## src/rtl/jtag_dtm_sync_if.sv

```systemverilog
// jtag_dtm_sync_if: DMI request/response channel between the DTM and the debug module
interface jtag_dtm_sync_if #(parameter int ABITS = 7);
  logic             dmi_req_valid_o;
  logic             dmi_req_ready_i;
  logic [ABITS-1:0] dmi_req_addr_o;
  logic [31:0]      dmi_req_data_o;
  logic [1:0]       dmi_req_op_o;
  logic             dmi_rsp_valid_i;
  logic             dmi_rsp_ready_o;
  logic [31:0]      dmi_rsp_data_i;
  logic [1:0]       dmi_rsp_resp_i;
  modport master (
    output dmi_req_valid_o, dmi_req_addr_o, dmi_req_data_o, dmi_req_op_o, dmi_rsp_ready_o,
    input  dmi_req_ready_i, dmi_rsp_valid_i, dmi_rsp_data_i, dmi_rsp_resp_i
  );
  modport slave (
    input  dmi_req_valid_o, dmi_req_addr_o, dmi_req_data_o, dmi_req_op_o, dmi_rsp_ready_o,
    output dmi_req_ready_i, dmi_rsp_valid_i, dmi_rsp_data_i, dmi_rsp_resp_i
  );
endinterface

```

## src/rtl/jtag_dtm_sync.sv

```systemverilog
// jtag_dtm_sync: JTAG debug transport module with oversampled TAP and a DMI request port
module jtag_dtm_sync #(
  parameter logic [31:0] IDCODE = 32'h1000_0001,
  parameter int          ABITS  = 7
) (
  input  logic clk,
  input  logic reset_n,
  input  logic tck_i,
  input  logic tms_i,
  input  logic tdi_i,
  output logic tdo_o,
  jtag_dtm_sync_if.master dmi
);
  localparam int DW = ABITS + 34;
  typedef enum logic [3:0] {
    TLR, RTI, SEL_DR, CAP_DR, SHIFT_DR, EX1_DR, PAUSE_DR, EX2_DR, UPD_DR,
    SEL_IR, CAP_IR, SHIFT_IR, EX1_IR, PAUSE_IR, EX2_IR, UPD_IR
  } tap_t;
  typedef enum logic [1:0] {IDLE, REQ, WAIT_RSP} req_t;
  logic [2:0] tck_sy;
  logic [1:0] tms_sy, tdi_sy;
  logic tck_rise, tck_fall, tms, tdi;
  tap_t tap, tap_nx;
  req_t rq, rq_nx;
  logic [4:0] ir, ir_sh;
  logic [DW-1:0] dr_sh, dr_cap, dr_shift;
  logic [1:0] dmistat, op_q;
  logic [ABITS-1:0] addr_q;
  logic [31:0] wdata_q, rdata_q;
  logic is_idcode, is_dtmcs, is_dmi, upd_dtmcs, upd_dmi, hard_reset, issue, rsp_take;
  // tck_sy[2] is the previous synchronized tck, used for edge detection
  assign tck_rise = tck_sy[1] & ~tck_sy[2];
  assign tck_fall = ~tck_sy[1] & tck_sy[2];
  assign tms = tms_sy[1];
  assign tdi = tdi_sy[1];
  assign is_idcode = ir == 5'h01;
  assign is_dtmcs = ir == 5'h10;
  assign is_dmi = ir == 5'h11;
  assign upd_dtmcs = tck_fall && tap == UPD_DR && is_dtmcs;
  assign upd_dmi = tck_fall && tap == UPD_DR && is_dmi;
  assign hard_reset = upd_dtmcs & dr_sh[17];
  assign issue = upd_dmi && rq == IDLE && dmistat == 2'd0 && (dr_sh[1] ^ dr_sh[0]);
  assign rsp_take = rq == WAIT_RSP && dmi.dmi_rsp_valid_i && !hard_reset;
  assign dr_cap = is_dmi ? {addr_q, rdata_q, dmistat} :
                  is_idcode ? DW'(IDCODE) :
                  is_dtmcs ? DW'({17'd0, 3'd1, dmistat, 6'(ABITS), 4'd1}) : '0;
  assign dmi.dmi_req_addr_o = addr_q;
  assign dmi.dmi_req_data_o = wdata_q;
  assign dmi.dmi_req_op_o = op_q;
  // TDI enters at the top of whichever DR length the current instruction selects
  always_comb begin
    dr_shift = dr_sh >> 1;
    if (is_dmi) dr_shift[DW-1] = tdi;
    else if (is_idcode || is_dtmcs) dr_shift[31] = tdi;
    else dr_shift[0] = tdi;
  end
  always_comb begin
    tap_nx = tap;
    case (tap)
      TLR:      tap_nx = tms ? TLR : RTI;
      RTI:      tap_nx = tms ? SEL_DR : RTI;
      SEL_DR:   tap_nx = tms ? SEL_IR : CAP_DR;
      CAP_DR:   tap_nx = tms ? EX1_DR : SHIFT_DR;
      SHIFT_DR: tap_nx = tms ? EX1_DR : SHIFT_DR;
      EX1_DR:   tap_nx = tms ? UPD_DR : PAUSE_DR;
      PAUSE_DR: tap_nx = tms ? EX2_DR : PAUSE_DR;
      EX2_DR:   tap_nx = tms ? UPD_DR : SHIFT_DR;
      UPD_DR:   tap_nx = tms ? SEL_DR : RTI;
      SEL_IR:   tap_nx = tms ? TLR : CAP_IR;
      CAP_IR:   tap_nx = tms ? EX1_IR : SHIFT_IR;
      SHIFT_IR: tap_nx = tms ? EX1_IR : SHIFT_IR;
      EX1_IR:   tap_nx = tms ? UPD_IR : PAUSE_IR;
      PAUSE_IR: tap_nx = tms ? EX2_IR : PAUSE_IR;
      EX2_IR:   tap_nx = tms ? UPD_IR : SHIFT_IR;
      UPD_IR:   tap_nx = tms ? SEL_DR : RTI;
      default:  tap_nx = TLR;
    endcase
  end
  // A request accepted together with a response only moves to WAIT_RSP; the response is taken later
  always_comb begin
    rq_nx = rq;
    if (hard_reset) rq_nx = IDLE;
    else if (rq == IDLE) rq_nx = issue ? REQ : IDLE;
    else if (rq == REQ) rq_nx = dmi.dmi_req_ready_i ? WAIT_RSP : REQ;
    else rq_nx = dmi.dmi_rsp_valid_i ? IDLE : WAIT_RSP;
    dmi.dmi_req_valid_o = rq == REQ;
    dmi.dmi_rsp_ready_o = rq == WAIT_RSP;
  end
  always_ff @(posedge clk or negedge reset_n) begin
    if (!reset_n) begin
      tck_sy <= '0;
      tms_sy <= '0;
      tdi_sy <= '0;
    end else begin
      tck_sy <= {tck_sy[1:0], tck_i};
      tms_sy <= {tms_sy[0], tms_i};
      tdi_sy <= {tdi_sy[0], tdi_i};
    end
  end
  always_ff @(posedge clk or negedge reset_n) begin
    if (!reset_n) begin
      tap <= TLR;
      rq <= IDLE;
      ir <= 5'h01;
      ir_sh <= '0;
      dr_sh <= '0;
      dmistat <= '0;
      addr_q <= '0;
      wdata_q <= '0;
      rdata_q <= '0;
      op_q <= '0;
      tdo_o <= 1'b0;
    end else begin
      rq <= rq_nx;
      if (tck_rise) begin
        tap <= tap_nx;
        if (tap == CAP_IR) ir_sh <= 5'b00001;
        if (tap == SHIFT_IR) ir_sh <= {tdi, ir_sh[4:1]};
        if (tap == CAP_DR) dr_sh <= dr_cap;
        if (tap == SHIFT_DR) dr_sh <= dr_shift;
      end
      if (tck_fall) tdo_o <= tap == SHIFT_IR ? ir_sh[0] : tap == SHIFT_DR ? dr_sh[0] : 1'b0;
      if (tap == TLR) ir <= 5'h01;
      else if (tck_fall && tap == UPD_IR) ir <= ir_sh;
      if (issue) begin
        addr_q <= dr_sh[DW-1:34];
        wdata_q <= dr_sh[33:2];
        op_q <= dr_sh[1:0];
      end
      if (rsp_take) rdata_q <= dmi.dmi_rsp_data_i;
      if (upd_dtmcs && (dr_sh[16] || dr_sh[17])) dmistat <= 2'd0;
      else if (upd_dmi && rq != IDLE) dmistat <= 2'd3;
      else if (rsp_take && dmi.dmi_rsp_resp_i != 2'd0 && dmistat == 2'd0) dmistat <= 2'd2;
    end
  end
endmodule

```

## src/flat_wrapper.sv

```systemverilog
// flat-port wrapper written by rule: the top's interface ports become plain ports
module jtag_dtm_sync_flat 
#(
  parameter logic [31:0] IDCODE = 32'h1000_0001,
  parameter int          ABITS  = 7
)
  (clk, reset_n, tck_i, tms_i, tdi_i, tdo_o, dmi_dmi_req_valid_o, dmi_dmi_req_addr_o, dmi_dmi_req_data_o, dmi_dmi_req_op_o, dmi_dmi_rsp_ready_o, dmi_dmi_req_ready_i, dmi_dmi_rsp_valid_i, dmi_dmi_rsp_data_i, dmi_dmi_rsp_resp_i);
  jtag_dtm_sync_if #(.ABITS(ABITS)) dmi_i ();
  input  logic clk;
  input  logic reset_n;
  input  logic tck_i;
  input  logic tms_i;
  input  logic tdi_i;
  output logic tdo_o;
  output wire logic [$bits(dmi_i.dmi_req_valid_o)-1:0] dmi_dmi_req_valid_o;
  output wire logic [$bits(dmi_i.dmi_req_addr_o)-1:0] dmi_dmi_req_addr_o;
  output wire logic [$bits(dmi_i.dmi_req_data_o)-1:0] dmi_dmi_req_data_o;
  output wire logic [$bits(dmi_i.dmi_req_op_o)-1:0] dmi_dmi_req_op_o;
  output wire logic [$bits(dmi_i.dmi_rsp_ready_o)-1:0] dmi_dmi_rsp_ready_o;
  input wire logic [$bits(dmi_i.dmi_req_ready_i)-1:0] dmi_dmi_req_ready_i;
  input wire logic [$bits(dmi_i.dmi_rsp_valid_i)-1:0] dmi_dmi_rsp_valid_i;
  input wire logic [$bits(dmi_i.dmi_rsp_data_i)-1:0] dmi_dmi_rsp_data_i;
  input wire logic [$bits(dmi_i.dmi_rsp_resp_i)-1:0] dmi_dmi_rsp_resp_i;
  assign dmi_dmi_req_valid_o = dmi_i.dmi_req_valid_o;
  assign dmi_dmi_req_addr_o = dmi_i.dmi_req_addr_o;
  assign dmi_dmi_req_data_o = dmi_i.dmi_req_data_o;
  assign dmi_dmi_req_op_o = dmi_i.dmi_req_op_o;
  assign dmi_dmi_rsp_ready_o = dmi_i.dmi_rsp_ready_o;
  assign dmi_i.dmi_req_ready_i = dmi_dmi_req_ready_i;
  assign dmi_i.dmi_rsp_valid_i = dmi_dmi_rsp_valid_i;
  assign dmi_i.dmi_rsp_data_i = dmi_dmi_rsp_data_i;
  assign dmi_i.dmi_rsp_resp_i = dmi_dmi_rsp_resp_i;
  jtag_dtm_sync #(.IDCODE(IDCODE), .ABITS(ABITS)) u_core (.clk(clk), .reset_n(reset_n), .tck_i(tck_i), .tms_i(tms_i), .tdi_i(tdi_i), .tdo_o(tdo_o), .dmi(dmi_i));
endmodule
```

## config.mk

```make
export PLATFORM = sky130hd
export DESIGN_NAME = jtag_dtm_sync_flat
export DESIGN_NICKNAME = d
export VERILOG_FILES = /design/src/rtl/jtag_dtm_sync_if.sv /design/src/rtl/jtag_dtm_sync.sv /design/src/flat_wrapper.sv
export SDC_FILE = /design/constraint.sdc
export NUM_CORES = 1
export LEC_CHECK = 0
export CORE_UTILIZATION = 45
export DETAILED_ROUTE_END_ITERATION = 10
export GPL_ROUTABILITY_DRIVEN = 0
export PLACE_DENSITY_LB_ADDON = 0.2
export SLEW_MARGIN = 20
export SYNTH_ARGS = -nofsm -noshare
export SYNTH_HDL_FRONTEND = slang
export SYNTH_SLANG_ARGS = --single-unit
```

## constraint.sdc

```tcl
create_clock -name clk -period 4.7 [get_ports clk]
set_clock_uncertainty 0.05 [all_clocks]
set_input_delay 0.94 -clock clk [delete_from_list [all_inputs] [get_ports clk]]
set_output_delay 0.94 -clock clk [all_outputs]
set_load 0.01 [all_outputs]
```

; After elaboration in Yosys (flattened, before gate mapping)
; Index checks and enable logic that the tools add are counted.
[totals]
register_bits = 140
inputBits = 41
out_inout_bits = 44
word_cells = 108
[op_classes]
eq_ne = 20
mux = 38
bitwise = 6
n_reduce_logical = 30
[op_table]
columns = cell, n
row1 = 2-to-1 mux 41 bit, 4
row2 = case mux 4 bit (12 select lines), 1
row3 = equality test 4 bit (second input constant), 8
row4 = 2-to-1 mux 2 bit, 11
row5 = 2-to-1 mux 5 bit, 4
row6 = equality test 4 x 3 -> 1 bit (second input constant), 4
row7 = 2-to-1 mux 4 bit, 4
row8 = logical AND 1 bit, 13
row9 = 2-to-1 mux 13 bit, 1
row10 = 2-to-1 mux 1 bit, 11
row11 = equality test 5 bit (second input constant), 2
row12 = nonzero test 2 bit, 5
row13 = equality test 4 x 2 -> 1 bit (second input constant), 2
row14 = 2-to-1 mux 3 bit, 2
row15 = equality test 5 x 1 -> 1 bit (second input constant), 1
row16 = equality test 4 x 1 -> 1 bit (second input constant), 1
row17 = logical NOT 2 bit, 2
row18 = logical NOT 4 bit, 1
row19 = AND reduction 2 bit, 2
row20 = OR reduction 2 bit, 2
row21 = AND 1 bit, 3
row22 = nonzero test 3 bit, 1
row23 = OR reduction 3 bit, 1
row24 = equality test 2 x 1 -> 1 bit (second input constant), 1
row25 = 5 further kinds, 7

; Depth between registers and ports, before layout
[depth]
ltp_word = 12
depth_mapped = 6
depth_no_buf = 4

; Worst setup path after synthesis
; OpenSTA, ideal clock, no wires.
[synth_path]
path_kind = register -> register
start = register u_core.tck_sy[1]
end = register u_core.addr_q[1], in the netlist u_core.dmi.dmi_req_addr_o[1]
setup_ns = 0.125
arrival_time_ns = 2.061
required_ns = 4.525
setup_slack_ns = 2.464
stages_incl_launch_ff = 6
path_buffers = 1
period_less_slack_ns = 2.236
cell_sequence = dfrtp_1 or4b_4 or2_1 nor4_4 buf_6 mux2_2
[synth_between]
elab_chain_cells = 7
[synth_lines]
columns = item, line
row1 = "start, declared", jtag_dtm_sync.sv:20  ; logic [2:0] tck_sy;
row2 = "start signal, assigned", jtag_dtm_sync.sv:95  ; tck_sy <= {tck_sy[1:0], tck_i};
row3 = NOT 1 bit, jtag_dtm_sync.sv:33  ; assign tck_fall = ~tck_sy[1] & tck_sy[2];
row4 = AND 1 bit, jtag_dtm_sync.sv:33
row5 = logical AND 1 bit (2 in series), jtag_dtm_sync.sv:40  ; assign upd_dmi = tck_fall && tap == UPD_DR && is_dmi;
row6 = logical AND 1 bit (3 in series), jtag_dtm_sync.sv:42  ; assign issue = upd_dmi && rq == IDLE && dmistat == 2'd0 && (dr_sh[1] ^ dr_sh[0]);
row7 = "end signal, assigned", jtag_dtm_sync.sv:126  ; addr_q <= dr_sh[DW-1:34];
row8 = "end, declared", jtag_dtm_sync.sv:28  ; logic [ABITS-1:0] addr_q;
; No other way between the ends.
; A chain may end at the register's enable or synchronous reset.

; Final worst setup path
[layout_path]
start = register u_core.tap[0]
end = register u_core.op_q[1], in the netlist u_core.dmi.dmi_req_op_o[1]
[layout_between]
elab_chain_cells = 6
[layout_lines]
columns = item, line
row1 = "start, declared", jtag_dtm_sync.sv:23  ; tap_t tap, tap_nx;
row2 = "start signal, assigned", jtag_dtm_sync.sv:116  ; tap <= tap_nx;
row3 = equality test 4 bit, jtag_dtm_sync.sv:40
row4 = logical AND 1 bit (2 in series), jtag_dtm_sync.sv:40
row5 = logical AND 1 bit (3 in series), jtag_dtm_sync.sv:42
row6 = "end signal, assigned", jtag_dtm_sync.sv:128  ; op_q <= dr_sh[1:0];
row7 = "end, declared", jtag_dtm_sync.sv:27  ; logic [1:0] dmistat, op_q;
; No other way between the ends.

==> results.json <==
{
  "status": "completed",
  "clk_path_buf_depth": 2,
  "synth_top_area_share_pct": 57.11,
  "ys_types": 49,
  "worstPathArrival_ns": 3.04,
  "synth_edf_count": 0,
  "vdd_drop_max_v": 0.0002395,
  "yosys_warnings": 0,
  "h-tree-depth": 4,
  "clk_latency_ns": 0.42,
  "cts_setup_buffers": 0,
  "powerDensity_mw_per_mm2": 392.0,
  "coreArea_sq_mm": 0.01324,
  "grt-ovfl-total": 0,
  "netlist.top_cell.by_area": "dfrtp_1",
  "setup_viol": 0,
  "endpoint_kind": "flip-flop",
  "n_antenna_cell": 0,
  "cts.root.buffer_cell": "clkbuf_16",
  "hold_viol": 0,
  "drc": 0,
  "ctsHoldBuffers": 0,
  "placed_cells": 700,
  "antenna_found_initial": 0,
  "seq_area_frac_synth_pct": 57.54,
  "drt_iter0_markers": 271,
  "slew_viol_final": 0,
  "reg2reg_from": "u_core.tap[0]$_DFFE_PN0P_",
  "first_pass_iters": 4,
  "relSlewSlack_pct": 38.61,
  "stdcell_count": 732,
  "dieArea_sq_mm": 0.01400,
  "clock-sinks": 140,
  "synth_seq_cells": 140,
  "grt_pass1_vias": 4134,
  "power_mw": 2.994,
  "synth-main-ff-cell": "dfrtp_1",
  "critical_path_class": "flip-flop to flip-flop",
  "worstHoldStart": "u_core.tms_sy[0]$_DFF_PN0_",
  "die_h_microns": 118.3,
  "rows": 42,
  "drv_cap": 0,
  "synth_area_per_cell_sq_um": 13.24,
  "fin_tns_setup_ns": 0,
  "syn_area_sq_mm": 0.006091,
  "rr_endpoint": "u_core.dmi.dmi_req_op_o[1]$_DFFE_PN0P_",
  "dieWidth_microns": 118.3,
  "grt_first_pass_wirelength_mm": 21.94,
  "crit_required_ns": 4.95,
  "routed_wirelength_mm": 13.07,
  "hpwlAfterDp_mm": 8.464,
  "path_max_fanout": 42,
  "cts_buffers": 17,
  "holdWs_ns": 0.2991,
  "wl_per_cell_microns": 17.86,
  "holdPathEnd": "u_core.tms_sy[1]$_DFF_PN0_",
  "p_leak_nw": 3.770,
  "antenna_left": 0,
  "max_freq_mhz": 357.3,
  "period_share_pct": 59.54,
  "drive_gt1_share_pct": 22.84,
  "layout_min_cycle_time_ns": 2.799,
  "vias_per_cell": 5.489,
  "rsz0062_at_grt": "false",
  "clk_pin_slew_ns": 0.05,
  "start_util_pct": 45.99,
  "holdPathStages": 0,
  "worst_setup_path_start_kind": "flip-flop",
  "grt_usage_pct": 20.48,
  "ctsResizeCount": 0,
  "syn2layout_area_growth_pct": 25.39,
  "cts_tree": "done",
  "tightest_slew_ns": 0.9187,
  "syn-num-nets": 501,
  "hold_path.class": "flip-flop to flip-flop",
  "syn_inst": 460,
  "ff2ff_setup_slack_ns": 1.90,
  "r2r_cells": 5,
  "vias": 4018,
  "grt_max_degree": 62,
  "async_reset_ff_share_pct": 100.0,
  "fin_nets": 584,
  "ios": 85,
  "io_buffers": 84,
  "synth.area.top_cells": "dfrtp_1 57%, mux2_2 8.3%, mux2_4 7.4%"
}
-- flip-flops by register name (all words and copies together), names as in the netlist --
| name | count |
|---|---|
| u_core.tck_sy | 3 |
| u_core.ir | 5 |
| u_core.tdo_o | 1 |
| u_core.dmi.dmi_req_data_o | 32 |
| u_core.tms_sy | 2 |
| u_core.rq | 2 |
| u_core.dmi.dmi_req_op_o | 2 |
| u_core.tdi_sy | 2 |
| u_core.dr_sh | 41 |
| u_core.rdata_q | 32 |
| u_core.dmistat | 2 |
| u_core.tap | 4 |
| u_core.ir_sh | 5 |
| u_core.dmi.dmi_req_addr_o | 7 |
-- worst max-delay path by stage --
| stage | start | end | slack [ns] | cells after the start |
|---|---|---|---|---|
| 6_report | u_core.tap[0]$_DFFE_PN0P_ | u_core.dmi.dmi_req_op_o[1]$_DFFE_PN0P_ | 1.90 | 5 |
| 5_1_grt | u_core.tck_sy[1]$_DFF_PN0_ | u_core.dr_sh[16]$_DFFE_PN0P_ | 1.68 | 6 |
| 4_1_cts | u_core.tap[0]$_DFFE_PN0P_ | u_core.dmi.dmi_req_op_o[1]$_DFFE_PN0P_ | 1.91 | 5 |
| 3_5_place_dp | dmi_dmi_rsp_valid_i | u_core.rdata_q[26]$_DFFE_PN0P_ | 1.48 | 5 |
| 3_3_place_gp | dmi_dmi_rsp_valid_i | u_core.rdata_q[29]$_DFFE_PN0P_ | 1.53 | 5 |
| 2_1_floorplan | u_core.tck_sy[1]$_DFF_PN0_ | u_core.dmi.dmi_req_addr_o[1]$_DFFE_PN0P_ | 2.46 | 5 |
-- cells in the mapped netlist (3+ instances only) --
master and n:
nand2_1 19, buf_6 7, a22o_1 31, mux2_4 30, nand2b_1 6, buf_2 7, a21o_1 32, mux2i_1 4
a22oi_1 3, a21oi_1 14, nor2_1 16, clkbuf_1 15, o21ai_0 18, nand3_1 5, nor3_1 3, xor2_1 3
a31oi_1 3, o21ba_2 3, dfrtp_1 139, mux2_2 45, inv_1 10, nor4_1 5, o211a_1 4, nor2b_1 6
-- metal layers --
layer / vias to the layer above / wire (microns) / GRT usage [%]
met5: - / 0 / 0
met4: 0 / 166 / 6.971
met3: 14 / 466 / 5.212
met2: 89 / 6129 / 31.47
met1: 2062 / 6311 / 28.26
li1: 1853 / - / -
-- worst max-delay path, stage by stage, from the launching register on --
cell and delay [ns]:
dfrtp_1 0.63, or4b_4 0.63, or2_1 0.28, nor4_4 0.13, buf_4 0.53, mux2_2 0.41
-- layout by cell type, fill, tap and decap left out, types with 4 or more instances in the layout --
cell type        instances
a21o_1                  32
a21oi_1                 14
a22o_1                  31
buf_4                    9
clkbuf_16               17
clkbuf_8                 6
clkdlybuf4s50_1         83
clkinv_2                 4
dfrtp_1                139
inv_1                   10
mux2_2                  45
mux2_4                  30
mux2i_1                  4
nand2_1                 19
nand2b_1                 6
nand3_1                  5
nor2_1                  14
nor2b_1                  6
nor4_1                   5
o211a_1                  4
o21ai_0                 18
-- per-stage QoR --
stage | util [%] | setup slack [ns] | instance area [sq um]
CTS | 57.67 | 1.906 | 7637
finish | 57.67 | 1.901 | 7637
detailed placement | 53.32 | 1.484 | 7061
global placement | 53.32 | 1.535 | 7061
floorplan | - | 2.464 | 6091
global route | 57.67 | 1.677 | 7637
-- area by class of cell --
cell class / instances / area, sq um
fill: 1115 / 5605
clock inverter: 6 / 57.56
tap: 176 / 220.2
timing repair buffer: 93 / 909.6
clock buffer: 26 / 519.2
sequential: 140 / 3505
multi-input combinational: 281 / 2389
inverter: 10 / 37.54
-- logic make-up (layout without fill, tap and decap cells) --
family / Yosys count / count (layout) / share of synthesized area, %
AO/OA/AOI/OAI: 120 / 120 / 14.54
XOR/XNOR: 3 / 3 / 0.4315
buffers and inverters: 39 / 135 / 3.410
flip-flops: 140 / 140 / 57.54
multiplexers: 81 / 81 / 16.74
AND/OR/NAND/NOR: 77 / 77 / 7.334
-- power breakdown --
group	leakage, nW	internal (mW)	switching (mW)
combinational	1.56	0.148	0.193
clock	0.286	0.808	0.475
sequential	1.92	1.26	0.108
total	3.77	2.22	0.776
(Power assumes the default switching activity.)
